`src/rtl/button_debouncer.sv`:
```
// ---------------------------------------------------------------------------
// button_debouncer
//
// Turns a raw, bouncing pushbutton/switch input into a clean level. A new
// input value must be seen for STABLE_CYCLES consecutive samples before the
// output level follows it. Any sample that matches the current level during
// that window abandons the candidate change.
//
// Parameters:
//   STABLE_CYCLES  consecutive samples needed to accept a change (>= 2)
//   CNT_W          qualification counter width, must hold STABLE_CYCLES-1
//
// Ports:
//   clk       in   system clock, rising edge
//   rst       in   synchronous reset, active low
//   button    in   raw asynchronous input
//   level     out  debounced level (state decode, registered)
//   bouncing  out  high while a candidate change is being timed (registered)
//
// Build option:
//   DEBOUNCE_SYNC_EN  when defined, button passes through a two-flop
//                     synchroniser before the FSM (two extra cycles of
//                     latency). Leave undefined only for inputs already
//                     synchronous to clk.
// ---------------------------------------------------------------------------
module button_debouncer #(
  parameter int STABLE_CYCLES = 1_000_000,
  parameter int CNT_W         = $clog2(STABLE_CYCLES)
) (
  input  logic clk,
  input  logic rst,
  input  logic button,
  output logic level,
  output logic bouncing
);

  typedef enum logic [1:0] {
    IDLE_LOW  = 2'b00,
    WAIT_HIGH = 2'b01,
    IDLE_HIGH = 2'b10,
    WAIT_LOW  = 2'b11
  } state_t;

  localparam logic [CNT_W-1:0] CNT_MAX = CNT_W'(STABLE_CYCLES - 1);

  state_t           state;
  state_t           state_next;
  logic [CNT_W-1:0] cnt;
  logic [CNT_W-1:0] cnt_next;
  logic             s;

`ifdef DEBOUNCE_SYNC_EN
  logic sync1;
  logic sync2;

  // Two-flop synchroniser; both stages clear on reset so a held button is
  // re-qualified from scratch once reset is released.
  always_ff @(posedge clk) begin
    if (!rst) begin
      sync1 <= 1'b0;
      sync2 <= 1'b0;
    end else begin
      sync1 <= button;
      sync2 <= sync1;
    end
  end

  assign s = sync2;
`else
  assign s = button;
`endif

  // State and qualification counter registers.
  always_ff @(posedge clk) begin
    if (!rst) begin
      state <= IDLE_LOW;
      cnt   <= '0;
    end else begin
      state <= state_next;
      cnt   <= cnt_next;
    end
  end

  // The counter counts differing samples seen so far, starting at 1 on the
  // first one. It is cleared on accept or abort, so reaching CNT_MAX is the
  // only way out of a WAIT state upward and it can never wrap.
  always_comb begin
    state_next = state;
    cnt_next   = cnt;
    case (state)
      IDLE_LOW: begin
        cnt_next = '0;
        if (s) begin
          state_next = WAIT_HIGH;
          cnt_next   = CNT_W'(1);
        end
      end
      WAIT_HIGH: begin
        if (!s) begin
          state_next = IDLE_LOW;
          cnt_next   = '0;
        end else if (cnt == CNT_MAX) begin
          state_next = IDLE_HIGH;
          cnt_next   = '0;
        end else begin
          cnt_next = cnt + 1'b1;
        end
      end
      IDLE_HIGH: begin
        cnt_next = '0;
        if (!s) begin
          state_next = WAIT_LOW;
          cnt_next   = CNT_W'(1);
        end
      end
      WAIT_LOW: begin
        if (s) begin
          state_next = IDLE_HIGH;
          cnt_next   = '0;
        end else if (cnt == CNT_MAX) begin
          state_next = IDLE_LOW;
          cnt_next   = '0;
        end else begin
          cnt_next = cnt + 1'b1;
        end
      end
      default: begin
        state_next = IDLE_LOW;
        cnt_next   = '0;
      end
    endcase
  end

  // Outputs are pure decodes of the state register, so nothing from button
  // reaches them combinationally.
  assign level    = (state == IDLE_HIGH) || (state == WAIT_LOW);
  assign bouncing = (state == WAIT_HIGH) || (state == WAIT_LOW);

endmodule

```
`config.mk`:
```
export PLATFORM = sky130hd
export DESIGN_NAME = button_debouncer
export DESIGN_NICKNAME = d
export VERILOG_FILES = /design/src/rtl/button_debouncer.sv
export SDC_FILE = /design/constraint.sdc
export NUM_CORES = 1
export LEC_CHECK = 0
export CAP_MARGIN = 0
export CORE_MARGIN = 1
export CORE_UTILIZATION = 40
export DETAILED_ROUTE_END_ITERATION = 7
export PLACE_DENSITY = 0.55
export SYNTH_ARGS = -nofsm -noshare
export SYNTH_HDL_FRONTEND = slang
export SYNTH_SLANG_ARGS = --single-unit
```
`constraint.sdc`:
```
create_clock -name clk -period 1.75 [get_ports clk]
set_clock_uncertainty 0.05 [all_clocks]
set_input_delay 0.35 -clock clk [delete_from_list [all_inputs] [get_ports clk]]
set_output_delay 0.35 -clock clk [all_outputs]
set_load 0.01 [all_outputs]
```
### Yosys cells after proc, flatten, opt, wreduce, memory -nomap -nowiden

Index checks and enable logic that the tools add are counted.

| word-level totals | value |
|---|---|
| flip-flop bits (word level) | 22 |
| word-level logic and storage cells | 28 |

| cells by class | value |
|---|---|
| add/sub/neg operators | 1 |
| equal/unequal tests | 8 |
| multiplexer cells | 13 |
| reductions and logical operators | 4 |

Operators with widths:

| operator | count |
|---|---|
| $pmux W20 S4 | 1 |
| $mux W20 | 3 |
| $add A20 B1 Y20 const B | 1 |
| $eq A20 B20 Y1 const B | 1 |
| $mux W2 | 6 |
| $pmux W2 S4 | 1 |
| $ne A3 B3 Y1 const B | 2 |
| $eq A2 B2 Y1 const B | 2 |
| $ne A2 B2 Y1 const B | 2 |
| $reduce_and A4 Y1 | 1 |
| $eq A2 B1 Y1 const B | 1 |
| $logic_not A2 Y1 | 1 |
| $logic_or A1 B1 Y1 | 2 |
| $mux W1 | 2 |

### Longest topological paths before layout

Gate-level depths: netlist of run 1.

| logic depth | value |
|---|---|
| word-level depth | 4 |
| mapped depth | 6 |
| gate-level depth less buffers | 5 |

### Worst setup path after synthesis of run 1

Ideal clock, no wire load.

| path | value |
|---|---|
| kind | flip-flop to flip-flop |
| from | register cnt[0] |
| to | register cnt[18] |
| library setup time | 0.074 ns |
| arrival time | 1.765 ns |
| slack | -0.139 ns |
| cell stages (with the launch flop) | 6 |
| cells stage by stage | dfxtp_1 > ha_1 > nand3_2 > or4_4 > or4_1 > a21oi_1 |

| between the ends | value |
|---|---|
| cells in the longest elaborated chain, start to end | 4 |
| elaborated cells between the ends (all ways) | 6 |

RTL lines:

| element | line | RTL |
|---|---|---|
| from (decl) | 48 | `logic [CNT_W-1:0] cnt;` |
| from (signal assigned) | 80 | `cnt <= cnt_next;` |
| $add A20 B1 Y20 / $eq A20 B20 Y1 (equally long branches) | n/a |  |
| $mux W20 * | 102, 120 |  |
| $mux W20 (on tied branches) | 117, 99 |  |
| $pmux W20 S4 * | 90 | `case (state)` |

Mark *: on every way between the ends. The rest lies on a longest branch, timed or not.
A chain may end at the register's enable or synchronous reset.

### Final worst setup path of run 1

Ends and elaborated chain as after synthesis.

==> results.toml, run 1 <==
[outcome]
status = "completed"

[global_routing]
use_met3_pct = 6.087
grt_antenna_before_repair = 0
use_met2_pct = 30.80
grt_pass1_wl_um = 3939
grt.overflow.total = 0
grt_pass1_vias = 907
grt.total_usage_pct = 19.30
grt.busiest_layer = "met2"
met1_usage_pct = 25.78
grt_max_degree = 20

[drt]
routedWlPerCell_um = 12.72
first_iter_violations = 11
dr.pass1.iters = 4
num_vias = 904
viasPerCell = 5.136
drc = 0
drt-total-wl_um = 2239
drtAntennaViolNets = 0

[hold_path]
hold_path.startpoint = "state[0]"
holdPathStages = 1
worstHoldEndpoint = "cnt[0]"
hp-class = "reg2reg"

[clocking]
clk_latency_ps = 320
cts_inserted_buffers = 3
clock_tree.root_cell = "clkbuf_4"
clkSinkCount = 22
clockBufferDepth = 2
h-tree-depth = 1
path_clk_slew_ps = 140
cts_tree = "yes"

[worst_setup_path]
r2r_end = "cnt[18]"
path_class = "reg2reg"
arrival_ps = 1950
cp-end-kind = "flip-flop"
worstPathCellList = "ha_4 > nand3_2 > or4_4 > or4_4 > a21oi_2"
r2r_setup_slack_ps = 10
path_max_fanout = 5
rr_worst_depth = 5
worstPathRequired_ps = 1970
slowest_delay_ps = 450
cp_slowest_cell = "or4_4"
r2r-start = "cnt[0]"
startpoint_type = "flip-flop"
critical_path.most_common_cell = "or4_4"

[logic_synthesis]
yosys.area_share.simple_pct = 31.52
synth_top_area_share_pct = 42.67
yosys-top-cells-count = "22 x dfxtp_1, 15 x nor2_1, 9 x nand2_1, 9 x xnor2_1, 8 x a21oi_1"
synth_top_flop_cell = "dfxtp_1"
synth_mux_area_share_pct = 0
synth_top_family_by_area = "simple AND/OR/NAND/NOR gates"
synth_nets = 122
synthAdderAreaFrac_pct = 1.212
synthArstFlopShare_pct = 0
yosysWarnings = 0
ys_ff_latch = 22
synth.distinct_cells = 30
synthesis.area_um2 = 1032
syn_avg_cell_area_um2 = 8.748
synthXorXnorAreaFrac_pct = 10.18
synth_edf_count = 0
synth.most_common_cell = "dfxtp_1"
synth_compound_area_share_pct = 10.67
synth_area_leaders = "dfxtp_1 43%, xnor2_1 7.6%, nor2_1 5.5%, a21oi_1 3.9%, nand2_1 3.3%"
netlist_instances = 118
synth_area_leader_cell = "dfxtp_1"
ys_seq_area_share_pct = 42.67

[place]
hpwl_um = 1577
place_inst = 170
portBuffers = 4
gp_congestion = 0.7919
placed_cell_area_um2 = 1282

[layout]
nFillCells = 227
final_area_um2 = 1414
ff_latch_area_um2 = 459.2
antenna_cells = 0
multiInputGateArea_um2 = 613.1
area_growth_pct = 36.97
final_nets = 151
layout-drive-gt1-share_pct = 35.62
fin_cells = 176

[timing]
setup_violations = 0
fmax_mhz = 575.7
layout_min_cycle_time_ps = 1737
slew_headroom_pct = 80.46
layout_worst_path_cycle_share_pct = 99.25
grt_setup_unrepaired = "true"
hold_viol = 0
worst_slew_pin_slew_ps = 290.5
maxSlewViolCount = 0
tns_ps = 0

[pwr]
switching_share_pct = 19.14
switching_power_mw = 0.1764
comb_power_share_pct = 2.8
pwr-share-clk_pct = 42.5
vdd_drop_max_mv = 0.6206
p_int_mw = 0.7454
power_leakage_nw = 0.4756
p_per_area_nw_per_um2 = 652.0
p_seq_share_pct = 54.7

[run]
drv_cap = 0

[floorplanning]
ioPinCount = 5
die_h_um = 52.80
std_cell_rows = 18
start_util_pct = 42.05
die_w_um = 52.80
core-area_um2 = 2455
dieArea_um2 = 2788
## worst max-delay path, delay by kind of cell, from the launching register on
kind,cells,cell delay [ps]
flip-flops,1,400
AO/OA/AOI/OAI,1,140
AND/OR/NAND/NOR,3,960
adder cells (fa/ha/maj),1,140
## cells by family (layout without fill, tap and decap cells)
| group | Yosys count | count (layout) |
|---|---|---|
| AOI/OAI and AO/OA | 18 | 18 |
| DFF | 22 | 22 |
| adders and majority gates | 1 | 1 |
| buffers and inverters | 10 | 38 |
| and+or+nand+nor | 55 | 55 |
| xor gates and xnor gates | 12 | 12 |
## worst max path at each step
| stage | to | start | depth (start not counted) |
|---|---|---|---|
| 6_report | cnt[18] | cnt[0] | 5 |
| 5_1_grt | cnt[18] | cnt[0] | 5 |
| 2_1_floorplan | cnt[18] | cnt[1] | 5 |
| 3_3_place_gp | cnt[18] | cnt[0] | 5 |
| 4_1_cts | cnt[18] | cnt[0] | 5 |
| 3_5_place_dp | cnt[4] | button | 5 |
## area by class of cell
type	count	area share, %
Multi-Input combinational cell	86	43.36
Clock inverter	1	2.124
Sequential cell	22	32.48
Inverter	7	1.858
Timing Repair Buffer	27	15.93
Clock buffer	3	1.593
Tap cell	30	2.655
## power by group through the flow
stage / Clock [mW] / Combinational, mW / Sequential (mW)
2_1_floorplan: 0 / 0.0123 / 0.518
3_3_place_gp: 0 / 0.0250 / 0.518
3_5_place_dp: 0 / 0.0252 / 0.519
4_1_cts: 0.401 / 0.0252 / 0.508
5_1_grt: 0.423 / 0.0282 / 0.505
6_report: 0.392 / 0.0255 / 0.504
## metrics by stage
stage | hold WS, ps | util [%] | worst slack [ps] | power [mW]
floorplan | 397.6 | - | 5.115 | 0.5303
global placement | 418.5 | 52.24 | 37.50 | 0.5433
detailed placement | 438.9 | 52.24 | 1.744 | 0.5439
CTS | 459.4 | 54.59 | -18.55 | 0.9342
global route | 470.7 | 57.59 | -55.17 | 0.9570
finish | 441.6 | 57.59 | 13.05 | 0.9219
## registers in the layout, indices dropped and copies added (netlist names), named ones only
name   cells
cnt       20
state      1
## per-layer routing
metal | vias up | wire, um
met3 | 2 | 51
met2 | 5 | 1082
li1 | 468 | -
met5 | - | 0
met4 | 0 | 15
met1 | 429 | 1090
## cells in the final DEF, fill, tap and decap left out, types with 2 or more instances in the layout
cell type and count:
nand4b_1 2, clkbuf_4 3, or3_1 3, dfxtp_2 6, nand3_1 3, clkdlybuf4s50_1 4, nor3_1 5, xor2_1 3
dfxtp_4 3, xnor2_1 9, dfxtp_1 13, nor2_1 15, buf_4 22, nor4_2 2, inv_1 7, a21oi_1 7
nand3_2 3, nand2_1 9, and3_1 2, or4_4 3, o21ai_0 5
## what timing repair did
item,CTS,global route
pin swaps,0,2
setup buffers,0,2
endpoints found under the setup margin,2,15
hold buffers,0,0
resized for setup,1,18
gates cloned,0,0
(Power assumes the default switching activity.)
==> run 2, diff against run 1 <==
--- a/config.mk
+++ b/config.mk
@@ -10,6 +10,7 @@
 export CORE_UTILIZATION = 40
 export DETAILED_ROUTE_END_ITERATION = 7
 export PLACE_DENSITY = 0.55
+export SLEW_MARGIN = 20
 export SYNTH_ARGS = -nofsm -noshare
 export SYNTH_HDL_FRONTEND = slang
 export SYNTH_SLANG_ARGS = --single-unit
==> results of run 2 <==
Final layout, timing and power as in run 1 (identical DEF).
==> edit (settings of run 2) <==
Put a register stage on the outputs `level` and `bouncing`. The values now appear one clock later. Comments in the files are not updated.
--- a/src/rtl/button_debouncer.sv
+++ b/src/rtl/button_debouncer.sv
@@ -135,4 +135,6 @@
   // reaches them combinationally.
-  assign level    = (state == IDLE_HIGH) || (state == WAIT_LOW);
-  assign bouncing = (state == WAIT_HIGH) || (state == WAIT_LOW);
+  always_ff @(posedge clk) begin
+    level    <= (state == IDLE_HIGH) || (state == WAIT_LOW);
+    bouncing <= (state == WAIT_HIGH) || (state == WAIT_LOW);
+  end
 
Behaviour: not the same (a bounded check fails within 4 cycles, from zero or initial values and one cycle with rst low).
==> edit against run 2 <==
Cell area is 0.53% higher. Fmax is 1.4% higher. Critical path depth stayed put. Critical endpoint unchanged. Wire length is 5.2% lower. Area after synthesis is 3.9% higher. Worst setup slack better by 0.023 ns. Count of clock-buffer cells in the layout stayed put. Clock power is 4% higher. Power is 6.3% higher. Sequential cell count is 2 higher.
==> edit: results (changes against run 2) <==
{| class="wikitable"
! Metric !! Value
|-
| Outcome || finished, final reports clean
|-
| Global-route wire length before repair || 3.781 mm (-4.0%)
|-
| Worst Tran Pin Value || 0.3105 ns (+0.01997 ns)
|-
| Cell at the root of the clock tree || sky130_fd_sc_hd__clkbuf_4
|-
| Number of placed cells counting well taps || 170 (unchanged)
|-
| Sequential share of the synthesized area || 0.4481 (+0.02141)
|-
| Share of cells above drive strength 1 || 0.3219 (-0.03425)
|-
| Antenna Diode Count || 0 (unchanged)
|-
| Count of nets after finishing || 151 (unchanged)
|-
| Half-perimeter wire length of the detailed placement result || 1.542 mm (-2.2%)
|-
| Delay of the slowest cell on the worst path || between 0.4 and 0.5 ns
|-
| Maximum buffer depth of the clock tree || 2 (unchanged)
|-
| Filler cell count || 235 (+3.5%)
|-
| Cells after synthesis || 120 (+1.7%)
|-
| Synth cell count leaders || sky130_fd_sc_hd__dfxtp_1 (24), sky130_fd_sc_hd__nor2_1 (15), sky130_fd_sc_hd__nand2_1 (9), sky130_fd_sc_hd__xnor2_1 (9), sky130_fd_sc_hd__a21oi_1 (8)
|-
| Critical path arrival || 1.92 ns (-0.03 ns)
|-
| Top reg by flops || cnt
|-
| Number of different library cells in the post-synthesis netlist || 30 (unchanged)
|-
| Clock network latency to the later pin of the worst-skew pair || 0.32 ns (about the same)
|-
| Via count || 900 (-0.44%)
|-
| CTS HTree Levels || 1 (unchanged)
|-
| Final cell count without fillers || 176 (unchanged)
|-
| Antenna violations before repair || 0 (unchanged)
|-
| Instance area at placement || 1308 um2 (+2.0%)
|-
| Number of CTS-inserted buffers || 3 (unchanged)
|-
| Synth Net Count || 124 (+1.6%)
|-
| Router iterations before antenna repair || 4 (unchanged)
|-
| Number of global-route vias before repair || 868 (-4.3%)
|-
| Largest net degree at the start of global routing || 20 (unchanged)
|-
| Flip-flop count of the largest register, all copies and words added || 20 (unchanged)
|-
| Global router's overall resource usage || 0.1836 (-0.009387)
|-
| Leading post-synthesis cells by cell area || sky130_fd_sc_hd__dfxtp_1 (45%), sky130_fd_sc_hd__xnor2_1 (7.4%), sky130_fd_sc_hd__nor2_1 (5.3%), sky130_fd_sc_hd__a21oi_1 (3.7%), sky130_fd_sc_hd__nand2_1 (3.2%)
|-
| Hold crit path type || flop to flop
|-
| Final weighted congestion in routability-driven placement || 0.7852 (-0.85%)
|-
| Async set-reset flop share out of synthesis || 0 (unchanged)
|-
| IR Drop Worst-Case VDD || 0.0005444 V (-12%)
|-
| Count of yosys warnings during synthesis || 0 (unchanged)
|-
| Slowest library cell on the worst path || sky130_fd_sc_hd__or4_4
|-
| Drt first-iter violations || 30 (+19)
|-
| Worst setup timing slack at the placement stage || -0.05086 ns (-0.05260 ns)
|-
| Critical Path Fanout Max || 5 (unchanged)
|-
| Leakage component of the power || 0.4785 nW (+0.61%)
|-
| Clock transition time at the flip-flop clock pins of the worst setup and hold paths || 0.14 ns (about the same)
|-
| Drt total wl || 2.122 mm (-5.2%)
|-
| Count of input and output buffers || 4 (unchanged)
|}
[edit: worst max-delay path, delay by kind of cell (launching register included)]
kind	cells	cell delay, ns
simple gates	3	0.93
flops	1	0.40
fa+ha+maj	1	0.14
compound gates	1	0.13
[edit: report_power, final]
group | switching [mW] | internal (mW)
Sequential | 0.00465 | 0.544
Combinational | 0.0118 | 0.0134
Clock | 0.175 | 0.232
[edit: kinds of logic after synthesis]
logic type	Yosys count	share of synthesized area
fa+ha+maj	1	0.01167
flops	24	0.4481
buf+inv	10	0.03618
simple gates	55	0.3034
xor+xnor	12	0.09802
compound gates	18	0.1027
[edit: layer usage]
layer,share of wire,global-route usage
met5,0,0
met4,0.0057,0.07895
met2,0.47,0.2922
met3,0.027,0.02542
met1,0.50,0.2453
[edit: final timing paths]
kind	to	from	cells after the start	slack [ns]
worst min-delay path	level	flop	0	0.37
worst max register to register	cnt[18]	cnt[0]	5	0.04
worst max-delay path	cnt[18]	cnt[0]	5	0.04
worst min register to register	level	flop	0	0.37
[edit: cell type report]
type / count / area, um2 / area share
Clock buffer: 3 / 22.52 / 0.01585
Inverter: 7 / 26.28 / 0.01849
Sequential cell: 24 / 506.7 / 0.3565
Timing Repair Buffer: 25 / 210.2 / 0.1479
Clock inverter: 1 / 30.03 / 0.02113
Multi-Input combinational cell: 86 / 588.1 / 0.4137
Tap cell: 30 / 37.54 / 0.02641
[edit: repair_timing]
action	4_1_cts	5_1_grt
hold endpoints to repair	0	0
setup buffers	0	2
pin swaps	0	3
gates resized for setup	8	11
setup endpoints to repair	3	4
cloned	0	0
